## config.mk

```make
export PLATFORM = sky130hd
export DESIGN_NAME = apb_cmd_master_flat
export DESIGN_NICKNAME = d
export VERILOG_FILES = /design/src/rtl/apb_cmd_master_if.sv /design/src/rtl/apb_cmd_master.sv /design/src/flat_wrapper.sv
export SDC_FILE = /design/constraint.sdc
export NUM_CORES = 1
export LEC_CHECK = 0
export BUFFER_PORTS_ARGS = -buffer_cell sky130_fd_sc_hd__buf_2
export CELL_PAD_IN_SITES_DETAIL_PLACEMENT = 1
export CELL_PAD_IN_SITES_GLOBAL_PLACEMENT = 1
export CORE_UTILIZATION = 33
export DETAILED_ROUTE_END_ITERATION = 10
export PLACE_DENSITY_LB_ADDON = 0.2
export SYNTH_ARGS = -nofsm -noshare
export SYNTH_HDL_FRONTEND = slang
export SYNTH_SLANG_ARGS = --single-unit
export TNS_END_PERCENT = 50
```

## constraint.sdc

```tcl
create_clock -name pclk -period 2.5 [get_ports pclk]
set_clock_uncertainty 0.2 [all_clocks]
set_input_delay 0.5 -clock pclk [delete_from_list [all_inputs] [get_ports pclk]]
set_output_delay 0.5 -clock pclk [all_outputs]
set_load 0.01 [all_outputs]
```

## src/rtl/apb_cmd_master_if.sv

```systemverilog
// Command/response stream plus APB3 bus bundle for apb_cmd_master.
// master modport: the view of apb_cmd_master (drives cmd_ready, rsp_*, APB requests).
// slave modport:  the view of the agent + peripheral fabric (drives cmd_*, rsp_ready, APB replies).
//
// Signals:
//   cmd_valid/cmd_ready, cmd_addr, cmd_write, cmd_wdata, cmd_prot  command stream
//   rsp_valid/rsp_ready, rsp_rdata, rsp_err, rsp_timeout           response stream
//   paddr, psel, penable, pwrite, pwdata, pprot                     APB request
//   prdata, pready, pslverr                                         APB reply
interface apb_cmd_master_if #(
    parameter int ADDR_W = 32,
    parameter int DATA_W = 32
);
    // command stream
    logic              cmd_valid;
    logic              cmd_ready;
    logic [ADDR_W-1:0] cmd_addr;
    logic              cmd_write;
    logic [DATA_W-1:0] cmd_wdata;
    logic [2:0]        cmd_prot;

    // response stream
    logic              rsp_valid;
    logic              rsp_ready;
    logic [DATA_W-1:0] rsp_rdata;
    logic              rsp_err;
    logic              rsp_timeout;

    // APB3 bus
    logic [ADDR_W-1:0] paddr;
    logic              psel;
    logic              penable;
    logic              pwrite;
    logic [DATA_W-1:0] pwdata;
    logic [2:0]        pprot;
    logic [DATA_W-1:0] prdata;
    logic              pready;
    logic              pslverr;

    modport master (
        input  cmd_valid, cmd_addr, cmd_write, cmd_wdata, cmd_prot,
        output cmd_ready,
        output rsp_valid, rsp_rdata, rsp_err, rsp_timeout,
        input  rsp_ready,
        output paddr, psel, penable, pwrite, pwdata, pprot,
        input  prdata, pready, pslverr
    );

    modport slave (
        output cmd_valid, cmd_addr, cmd_write, cmd_wdata, cmd_prot,
        input  cmd_ready,
        input  rsp_valid, rsp_rdata, rsp_err, rsp_timeout,
        output rsp_ready,
        input  paddr, psel, penable, pwrite, pwdata, pprot,
        output prdata, pready, pslverr
    );
endinterface

```

## src/rtl/apb_cmd_master.sv

```systemverilog
// Purpose:      APB3 initiator turning a valid/ready command stream into single APB transfers.
// Latency:      accept at edge T -> SETUP T..T+1, ACCESS T+1..T+2, rsp_valid after T+2 (+1 per wait state).
// Backpressure: one transfer in flight; cmd_ready low from accept until the response handshake.
//
// Ports:
//   pclk    APB clock, all logic on the rising edge
//   preset  synchronous active-high reset
//   bus     apb_cmd_master_if.master: command stream in, response stream out, APB3 bus
//   busy    high whenever the FSM is not IDLE
//
// Optional feature macro: APB_CMD_MASTER_TIMEOUT_EN
//   defined:   ACCESS is aborted after TIMEOUT_CYC cycles of pready=0 (rsp_err=1, rsp_timeout=1)
//   undefined: ACCESS waits indefinitely, rsp_timeout is constant 0, TIMEOUT_CYC has no effect
module apb_cmd_master #(
    parameter int ADDR_W      = 32,
    parameter int DATA_W      = 32,
    parameter int TIMEOUT_CYC = 256
) (
    input  logic                  pclk,
    input  logic                  preset,
    apb_cmd_master_if.master      bus,
    output logic                  busy
);

    typedef enum logic [1:0] {
        IDLE   = 2'd0,
        SETUP  = 2'd1,
        ACCESS = 2'd2,
        RESP   = 2'd3
    } state_t;

    state_t state_q;
    state_t state_d;

    // Latched command, driven straight onto the APB request lines. These
    // keep their last value between transfers.
    logic [ADDR_W-1:0] paddr_q;
    logic              pwrite_q;
    logic [DATA_W-1:0] pwdata_q;
    logic [2:0]        pprot_q;

    // Captured response, held for the whole RESP phase.
    logic [DATA_W-1:0] rdata_q;
    logic              err_q;
    logic              tmo_q;

    logic cmd_accept;
    logic access_done;
    logic timeout_hit;

    assign cmd_accept  = (state_q == IDLE)   && bus.cmd_valid;
    // pready is only meaningful while in ACCESS; elsewhere it is ignored.
    assign access_done = (state_q == ACCESS) && bus.pready;

    // ------------------------------------------------------------------
    // Optional ACCESS-phase watchdog
    // ------------------------------------------------------------------
`ifdef APB_CMD_MASTER_TIMEOUT_EN
    localparam logic [15:0] TO_LAST = 16'(TIMEOUT_CYC - 1);

    logic [15:0] to_cnt_q;

    // Counts ACCESS cycles that end without pready. Cleared when the
    // command is accepted, i.e. on the way into SETUP.
    always_ff @(posedge pclk) begin
        if (preset) begin
            to_cnt_q <= '0;
        end else if (cmd_accept) begin
            to_cnt_q <= '0;
        end else if ((state_q == ACCESS) && !bus.pready) begin
            to_cnt_q <= to_cnt_q + 16'd1;
        end
    end

    // A pready arriving on the terminal-count cycle takes priority, so the
    // abort condition requires pready to still be low.
    assign timeout_hit = (state_q == ACCESS) && !bus.pready && (to_cnt_q == TO_LAST);

    always_ff @(posedge pclk) begin
        if (preset) begin
            tmo_q <= 1'b0;
        end else if (access_done) begin
            tmo_q <= 1'b0;
        end else if (timeout_hit) begin
            tmo_q <= 1'b1;
        end
    end
`else
    logic unused_timeout_cfg;

    assign timeout_hit        = 1'b0;
    assign tmo_q              = 1'b0;
    assign unused_timeout_cfg = (TIMEOUT_CYC != 0);
`endif

    // ------------------------------------------------------------------
    // FSM: state register
    // ------------------------------------------------------------------
    always_ff @(posedge pclk) begin
        if (preset) begin
            state_q <= IDLE;
        end else begin
            state_q <= state_d;
        end
    end

    // ------------------------------------------------------------------
    // FSM: next-state logic
    // ------------------------------------------------------------------
    always_comb begin
        state_d = state_q;
        case (state_q)
            IDLE: begin
                if (bus.cmd_valid) begin
                    state_d = SETUP;
                end
            end
            SETUP: begin
                state_d = ACCESS;
            end
            ACCESS: begin
                if (access_done || timeout_hit) begin
                    state_d = RESP;
                end
            end
            RESP: begin
                if (bus.rsp_ready) begin
                    state_d = IDLE;
                end
            end
            default: begin
                state_d = IDLE;
            end
        endcase
    end

    // ------------------------------------------------------------------
    // FSM: outputs decoded from the current state
    // psel/penable come straight from state_q, so a reset mid-transfer
    // drops them on the same edge that returns the FSM to IDLE.
    // ------------------------------------------------------------------
    always_comb begin
        bus.cmd_ready = 1'b0;
        bus.psel      = 1'b0;
        bus.penable   = 1'b0;
        bus.rsp_valid = 1'b0;
        busy          = 1'b0;
        case (state_q)
            IDLE: begin
                bus.cmd_ready = 1'b1;
            end
            SETUP: begin
                bus.psel = 1'b1;
                busy     = 1'b1;
            end
            ACCESS: begin
                bus.psel    = 1'b1;
                bus.penable = 1'b1;
                busy        = 1'b1;
            end
            RESP: begin
                bus.rsp_valid = 1'b1;
                busy          = 1'b1;
            end
            default: begin
                busy = 1'b0;
            end
        endcase
    end

    // ------------------------------------------------------------------
    // Command latch and response capture
    // ------------------------------------------------------------------
    always_ff @(posedge pclk) begin
        if (preset) begin
            paddr_q  <= '0;
            pwrite_q <= 1'b0;
            pwdata_q <= '0;
            pprot_q  <= 3'b000;
            rdata_q  <= '0;
            err_q    <= 1'b0;
        end else begin
            // The address goes out whole; no alignment is enforced.
            if (cmd_accept) begin
                paddr_q  <= bus.cmd_addr;
                pwrite_q <= bus.cmd_write;
                pwdata_q <= bus.cmd_wdata;
                pprot_q  <= bus.cmd_prot;
            end

            if (access_done) begin
                // Writes return zero data regardless of what the slave drives.
                rdata_q <= pwrite_q ? '0 : bus.prdata;
                err_q   <= bus.pslverr;
            end else if (timeout_hit) begin
                rdata_q <= '0;
                err_q   <= 1'b1;
            end
        end
    end

    assign bus.paddr       = paddr_q;
    assign bus.pwrite      = pwrite_q;
    assign bus.pwdata      = pwdata_q;
    assign bus.pprot       = pprot_q;
    assign bus.rsp_rdata   = rdata_q;
    assign bus.rsp_err     = err_q;
    assign bus.rsp_timeout = tmo_q;

endmodule

```

## src/flat_wrapper.sv

```systemverilog
// flat-port wrapper written by rule: the top's interface ports become plain ports
module apb_cmd_master_flat 
#(
    parameter int ADDR_W      = 32,
    parameter int DATA_W      = 32,
    parameter int TIMEOUT_CYC = 256
)
  (pclk, preset, busy, bus_cmd_valid, bus_cmd_addr, bus_cmd_write, bus_cmd_wdata, bus_cmd_prot, bus_cmd_ready, bus_rsp_valid, bus_rsp_rdata, bus_rsp_err, bus_rsp_timeout, bus_rsp_ready, bus_paddr, bus_psel, bus_penable, bus_pwrite, bus_pwdata, bus_pprot, bus_prdata, bus_pready, bus_pslverr);
  apb_cmd_master_if #(.ADDR_W(ADDR_W), .DATA_W(DATA_W)) bus_i ();
  input  logic pclk;
  input  logic preset;
  output logic busy;
  input wire logic [$bits(bus_i.cmd_valid)-1:0] bus_cmd_valid;
  input wire logic [$bits(bus_i.cmd_addr)-1:0] bus_cmd_addr;
  input wire logic [$bits(bus_i.cmd_write)-1:0] bus_cmd_write;
  input wire logic [$bits(bus_i.cmd_wdata)-1:0] bus_cmd_wdata;
  input wire logic [$bits(bus_i.cmd_prot)-1:0] bus_cmd_prot;
  output wire logic [$bits(bus_i.cmd_ready)-1:0] bus_cmd_ready;
  output wire logic [$bits(bus_i.rsp_valid)-1:0] bus_rsp_valid;
  output wire logic [$bits(bus_i.rsp_rdata)-1:0] bus_rsp_rdata;
  output wire logic [$bits(bus_i.rsp_err)-1:0] bus_rsp_err;
  output wire logic [$bits(bus_i.rsp_timeout)-1:0] bus_rsp_timeout;
  input wire logic [$bits(bus_i.rsp_ready)-1:0] bus_rsp_ready;
  output wire logic [$bits(bus_i.paddr)-1:0] bus_paddr;
  output wire logic [$bits(bus_i.psel)-1:0] bus_psel;
  output wire logic [$bits(bus_i.penable)-1:0] bus_penable;
  output wire logic [$bits(bus_i.pwrite)-1:0] bus_pwrite;
  output wire logic [$bits(bus_i.pwdata)-1:0] bus_pwdata;
  output wire logic [$bits(bus_i.pprot)-1:0] bus_pprot;
  input wire logic [$bits(bus_i.prdata)-1:0] bus_prdata;
  input wire logic [$bits(bus_i.pready)-1:0] bus_pready;
  input wire logic [$bits(bus_i.pslverr)-1:0] bus_pslverr;
  assign bus_i.cmd_valid = bus_cmd_valid;
  assign bus_i.cmd_addr = bus_cmd_addr;
  assign bus_i.cmd_write = bus_cmd_write;
  assign bus_i.cmd_wdata = bus_cmd_wdata;
  assign bus_i.cmd_prot = bus_cmd_prot;
  assign bus_cmd_ready = bus_i.cmd_ready;
  assign bus_rsp_valid = bus_i.rsp_valid;
  assign bus_rsp_rdata = bus_i.rsp_rdata;
  assign bus_rsp_err = bus_i.rsp_err;
  assign bus_rsp_timeout = bus_i.rsp_timeout;
  assign bus_i.rsp_ready = bus_rsp_ready;
  assign bus_paddr = bus_i.paddr;
  assign bus_psel = bus_i.psel;
  assign bus_penable = bus_i.penable;
  assign bus_pwrite = bus_i.pwrite;
  assign bus_pwdata = bus_i.pwdata;
  assign bus_pprot = bus_i.pprot;
  assign bus_i.prdata = bus_prdata;
  assign bus_i.pready = bus_pready;
  assign bus_i.pslverr = bus_pslverr;
  apb_cmd_master #(.ADDR_W(ADDR_W), .DATA_W(DATA_W), .TIMEOUT_CYC(TIMEOUT_CYC)) u_core (.pclk(pclk), .preset(preset), .bus(bus_i), .busy(busy));
endmodule
```

Word level (Yosys, flattened, before mapping)
Cells that the tools add are included.
- input bits: 106
- word-level logic and storage cells: 29
- output and inout bits: 107
- flip-flop bits (word level): 103
- equal/unequal tests: 6
- mux-type cells: 10
- reduce and logical (&&, ||, !) cells: 6
- operator list (operator ; count):
    32-bit two-way mux ; 1
    2-bit case mux with 4 select lines ; 1
    2-bit two-way mux ; 3
    1-bit two-way mux ; 5
    2-bit == test, second input constant ; 2
    2-bit inequality test, second input constant ; 2
    3-bit AND reduction ; 1
    3-bit OR reduction ; 1
    2-bit by 1-bit == test with 1-bit output, second input constant ; 1
    1-bit logical AND ; 2
    2-bit zero test ; 1
    2-bit by 1-bit inequality test with 1-bit output, second input constant ; 1
    2-bit OR reduction ; 1

Logic depth before layout (Yosys ltp)
- word-level depth: 4
- mapped depth: 8
- depth with buffers taken out: 5

Least setup slack after synthesis
Ideal clock, no wire load.
- path kind: reg-to-reg
- start: register u_core.state_q[0]
- end: register u_core.state_q[0]
- setup slack: 788 ps
- setup time: 116 ps
- arrival: 1396 ps
- buffers on the path: 1
- period minus slack after synthesis: 1712 ps
- cell stages (with the launch flop): 6
- data required time: 2184 ps
- cell sequence: dfxtp_1 > inv_1 > ha_1 > buf_6 > or4_1 > o211a_1
- longest elaborated chain between the ends: 4
- elaborated cells on any way between the ends: 10
- ends and longest elaborated chain (element ; line ; source):
    start, declared ; apb_cmd_master.sv:32 ; state_t state_q;
    start signal, assigned ; apb_cmd_master.sv:103 ; state_q <= state_d;
    2-bit == test ; apb_cmd_master.sv:53, apb_cmd_master.sv:112 ;
    1-bit logical AND ; apb_cmd_master.sv:53 ; assign access_done = (state_q == ACCESS) && bus.pready;
    2-bit by 1-bit inequality test with 1-bit output (no line) ; - ;
    3-bit AND reduction (no line) ; - ;
Parallel ways exist; a longest one is shown, timed or not.
A chain may end at the register's enable or synchronous reset.

Worst setup path after layout
- start: register u_core.state_q[0]
- end: output bus_psel
- longest elaborated chain between the ends: 3
- elaborated cells on any way between the ends: 4
- ends and longest elaborated chain (element ; line ; source):
    2-bit by 1-bit == test with 1-bit output or 2-bit == test (tied branches) ; apb_cmd_master.sv:148 ; case (state_q)
    2-bit OR reduction (no line) * ; - ;
    1-bit two-way mux * ; apb_cmd_master.sv:148 ;
    end, declared ; flat_wrapper.sv:25 ; output wire logic [$bits(bus_i.psel)-1:0] bus_psel;
Mark *: on every way between the ends. The rest lies on a longest branch, timed or not.

==> flow_metrics.py <==
metrics = {
    "run": {
        "cap_violations": 0,
    },
    "global_routing": {
        "grt_overflow_total": 0,
        "grt_first_pass_wirelength_mm": 17.7,
        "antenna_found_initial": 0,
        "grt_pass1_vias": 3649,
        "grt_use_total": 0.190,
        "grt_max_degree": 53,
    },
    "placement": {
        "hpwl_mm": 8.25,
        "gp_congestion": 0.738,
        "io_buffers": 211,
        "placed_area_um2": 4960,
    },
    "floorplanning": {
        "rows": 39,
        "ios": 213,
        "fp.coreArea_um2": 11400,
        "die-area_um2": 12100,
        "die_h_um": 110,
        "die_w_um": 110,
        "initial_utilization": 0.338,
    },
    "worst_setup_path": {
        "cp.arrival_ps": 1250,
        "max_stage_delay_ps": 350,
        "critPathMaxFanout": 3,
        "path_cells": "inv_1 > ha_1 > buf_2",
        "cp-end-kind": "output pin",
        "startpoint_type": "flop",
        "crit_type": "reg2out",
        "cp_slowest_cell": "dfxtp_1",
        "critPathTopFamily": "flip-flops",
        "critPathBufInv": 2,
        "cp.required_ps": 1800,
    },
    "power_and_ir_drop": {
        "intPower_w": 0.00327,
        "power_frac_comb": 0.275,
        "p_per_area_nw_per_um2": 913,
        "p_clk_frac": 0.303,
        "p_switching_w": 0.00154,
        "peakVddDrop_uv": 463,
        "fin_total_pwr_w": 0.00481,
        "pwr-share-seq": 0.422,
        "swShare": 0.320,
        "power.leakage_nw": 2.45,
    },
    "synthesis": {
        "ys_seq_area_frac": 0.537,
        "netlist_area_um2": 3840,
        "synth_fp_nets": 578,
        "synth_top_area_share": 0.537,
        "ys_seq_elements": 103,
        "yosysWarnings": 0,
        "syn_area_per_cell_um2": 8.20,
        "yosys-top-cells-area": "dfxtp_1, nand2_1, a21oi_1",
        "synth.distinct_cells": 19,
        "yosys.area.top_type": "dfxtp_1",
        "synthCells": 468,
    },
    "routing": {
        "wl_per_cell_um": 14.6,
        "num_vias": 3873,
        "dr.pass1.iters": 4,
        "ant_nets": 0,
        "drtIter0Drc": 141,
        "drc": 0,
        "drt-total-wl_mm": 11.7,
        "via_per_inst": 4.81,
    },
    "cts": {
        "cts-root-buf": "clkbuf_16",
        "cts_hold_buf": 0,
        "clock_sinks": 103,
        "post_cts_resized": 0,
        "cts_tree": "yes",
        "postCtsSetupRepairBufs": 0,
        "cts_made_buffers": 9,
        "insertion_delay_ps": 340,
        "cts.clk_slew.worst_paths_ps": 70,
        "cts_buffer_depth": 2,
        "htree_levels": 3,
    },
    "final_layout": {
        "stdcell_area_um2": 5270,
        "final_common_cell": "buf_2",
        "layout.nets": 768,
        "final_cell_mix": "buf_2, nand2_1, dfxtp_1",
        "antenna_cells": 0,
        "area.growth.synth_to_final_pct": 37.4,
        "drive_gt1_frac": 0.357,
    },
    "sta": {
        "fin_crit_ps": 1950,
        "timing.hold.ws_ps": 187,
        "setup_viol": 0,
        "fmax_mhz": 512,
        "final_hold_viol_count": 0,
        "rsz0062_at_grt": "false",
        "finalCritPeriodShare": 0.781,
        "drv_slew": 0,
        "finalSetupTns_ps": 0,
    },
    "hold_path": {
        "worstHoldPathType": "in2reg",
    },
    "run_status": {
        "outcome": "finished clean",
    },
}
## power by group through the flow
| stage | Clock [W] | Combinational (W) | Sequential [W] |
|---|---|---|---|
| finish | 0.00146 | 0.00132 | 0.00203 |
| global route | 0.00157 | 0.00148 | 0.00206 |
| global placement | 0 | 0.00130 | 0.00206 |
| detailed placement | 0 | 0.00135 | 0.00207 |
| floorplan | 0 | 0.000690 | 0.00219 |
| CTS | 0.00151 | 0.00135 | 0.00203 |
## logic make-up after synthesis
group / after synthesis / share of synthesized area
AOI/OAI and AO/OA: 102 / 0.134
muxes: 1 / 0.00261
buffers and inverters: 45 / 0.0584
DFF: 103 / 0.537
and+or+nand+nor: 212 / 0.253
adders and majority gates: 4 / 0.0130
other: 1 / 0.000977
## cells in the mapped netlist
| cell | count |
|---|---|
| clkbuf_1 | 16 |
| dfxtp_1 | 103 |
| conb_1 | 1 |
| and2_1 | 1 |
| buf_4 | 2 |
| ha_1 | 4 |
| nand4b_1 | 32 |
| nand3_1 | 1 |
| inv_1 | 4 |
| nor2b_1 | 3 |
| o211a_1 | 1 |
| buf_1 | 5 |
| buf_2 | 14 |
| nor3_1 | 1 |
| nand2_1 | 173 |
| a21oi_1 | 101 |
| mux2i_1 | 1 |
| buf_6 | 4 |
| or4_1 | 1 |
## layout make-up
type,instances,area [um2]
clock inverter,3,40.0
fill,1443,6100
clock buffer,13,270
sequential,103,2060
multi-input combinational,320,1560
inverter,4,15.0
tap,143,179
timing repair buffer,220,1150
## worst min-delay path, stage by stage
cell and delay [ps]:
buf_2 90, nand2_1 40, a21oi_1 50
## sequential cells by signal (all words and copies together), names as in the netlist
register	flops
u_core.bus.paddr	32
u_core.bus.pprot	3
u_core.bus.pwdata	32
u_core.bus.pwrite	1
u_core.bus.rsp_err	1
u_core.bus.rsp_rdata	32
u_core.state_q	2
## per-stage QoR
step / std cells / setup slack, ps / util
after floorplan: 468 / 788 / -
after global placement: 790 / 695 / 0.436
after detailed placement: 790 / 582 / 0.436
after CTS: 806 / 523 / 0.464
after global routing: 806 / 438 / 0.464
final: 806 / 548 / 0.464
## layer usage
layer,GRT usage,wire [um]
met4,0.0800,178
met2,0.318,5610
met5,0,0
met3,0.0640,1060
met1,0.221,4880
## final timing paths
path / startpoint / end / slack, ps / depth (start not counted)
setup / recovery: u_core.state_q[0]$_SDFFE_PP0P_ / bus_psel / 550 / 3
hold / removal: bus_cmd_wdata[16] / u_core.bus.pwdata[16]$_SDFFE_PP0P_ / 190 / 3
setup reg to reg: u_core.state_q[0]$_SDFFE_PP0P_ / u_core.bus.paddr[29]$_SDFFE_PP0P_ / 630 / 6
hold reg to reg: u_core.bus.rsp_rdata[10]$_SDFFE_PP0P_ / u_core.bus.rsp_rdata[10]$_SDFFE_PP0P_ / 250 / 2
Note: power is estimated with default switching activity, not from simulation.
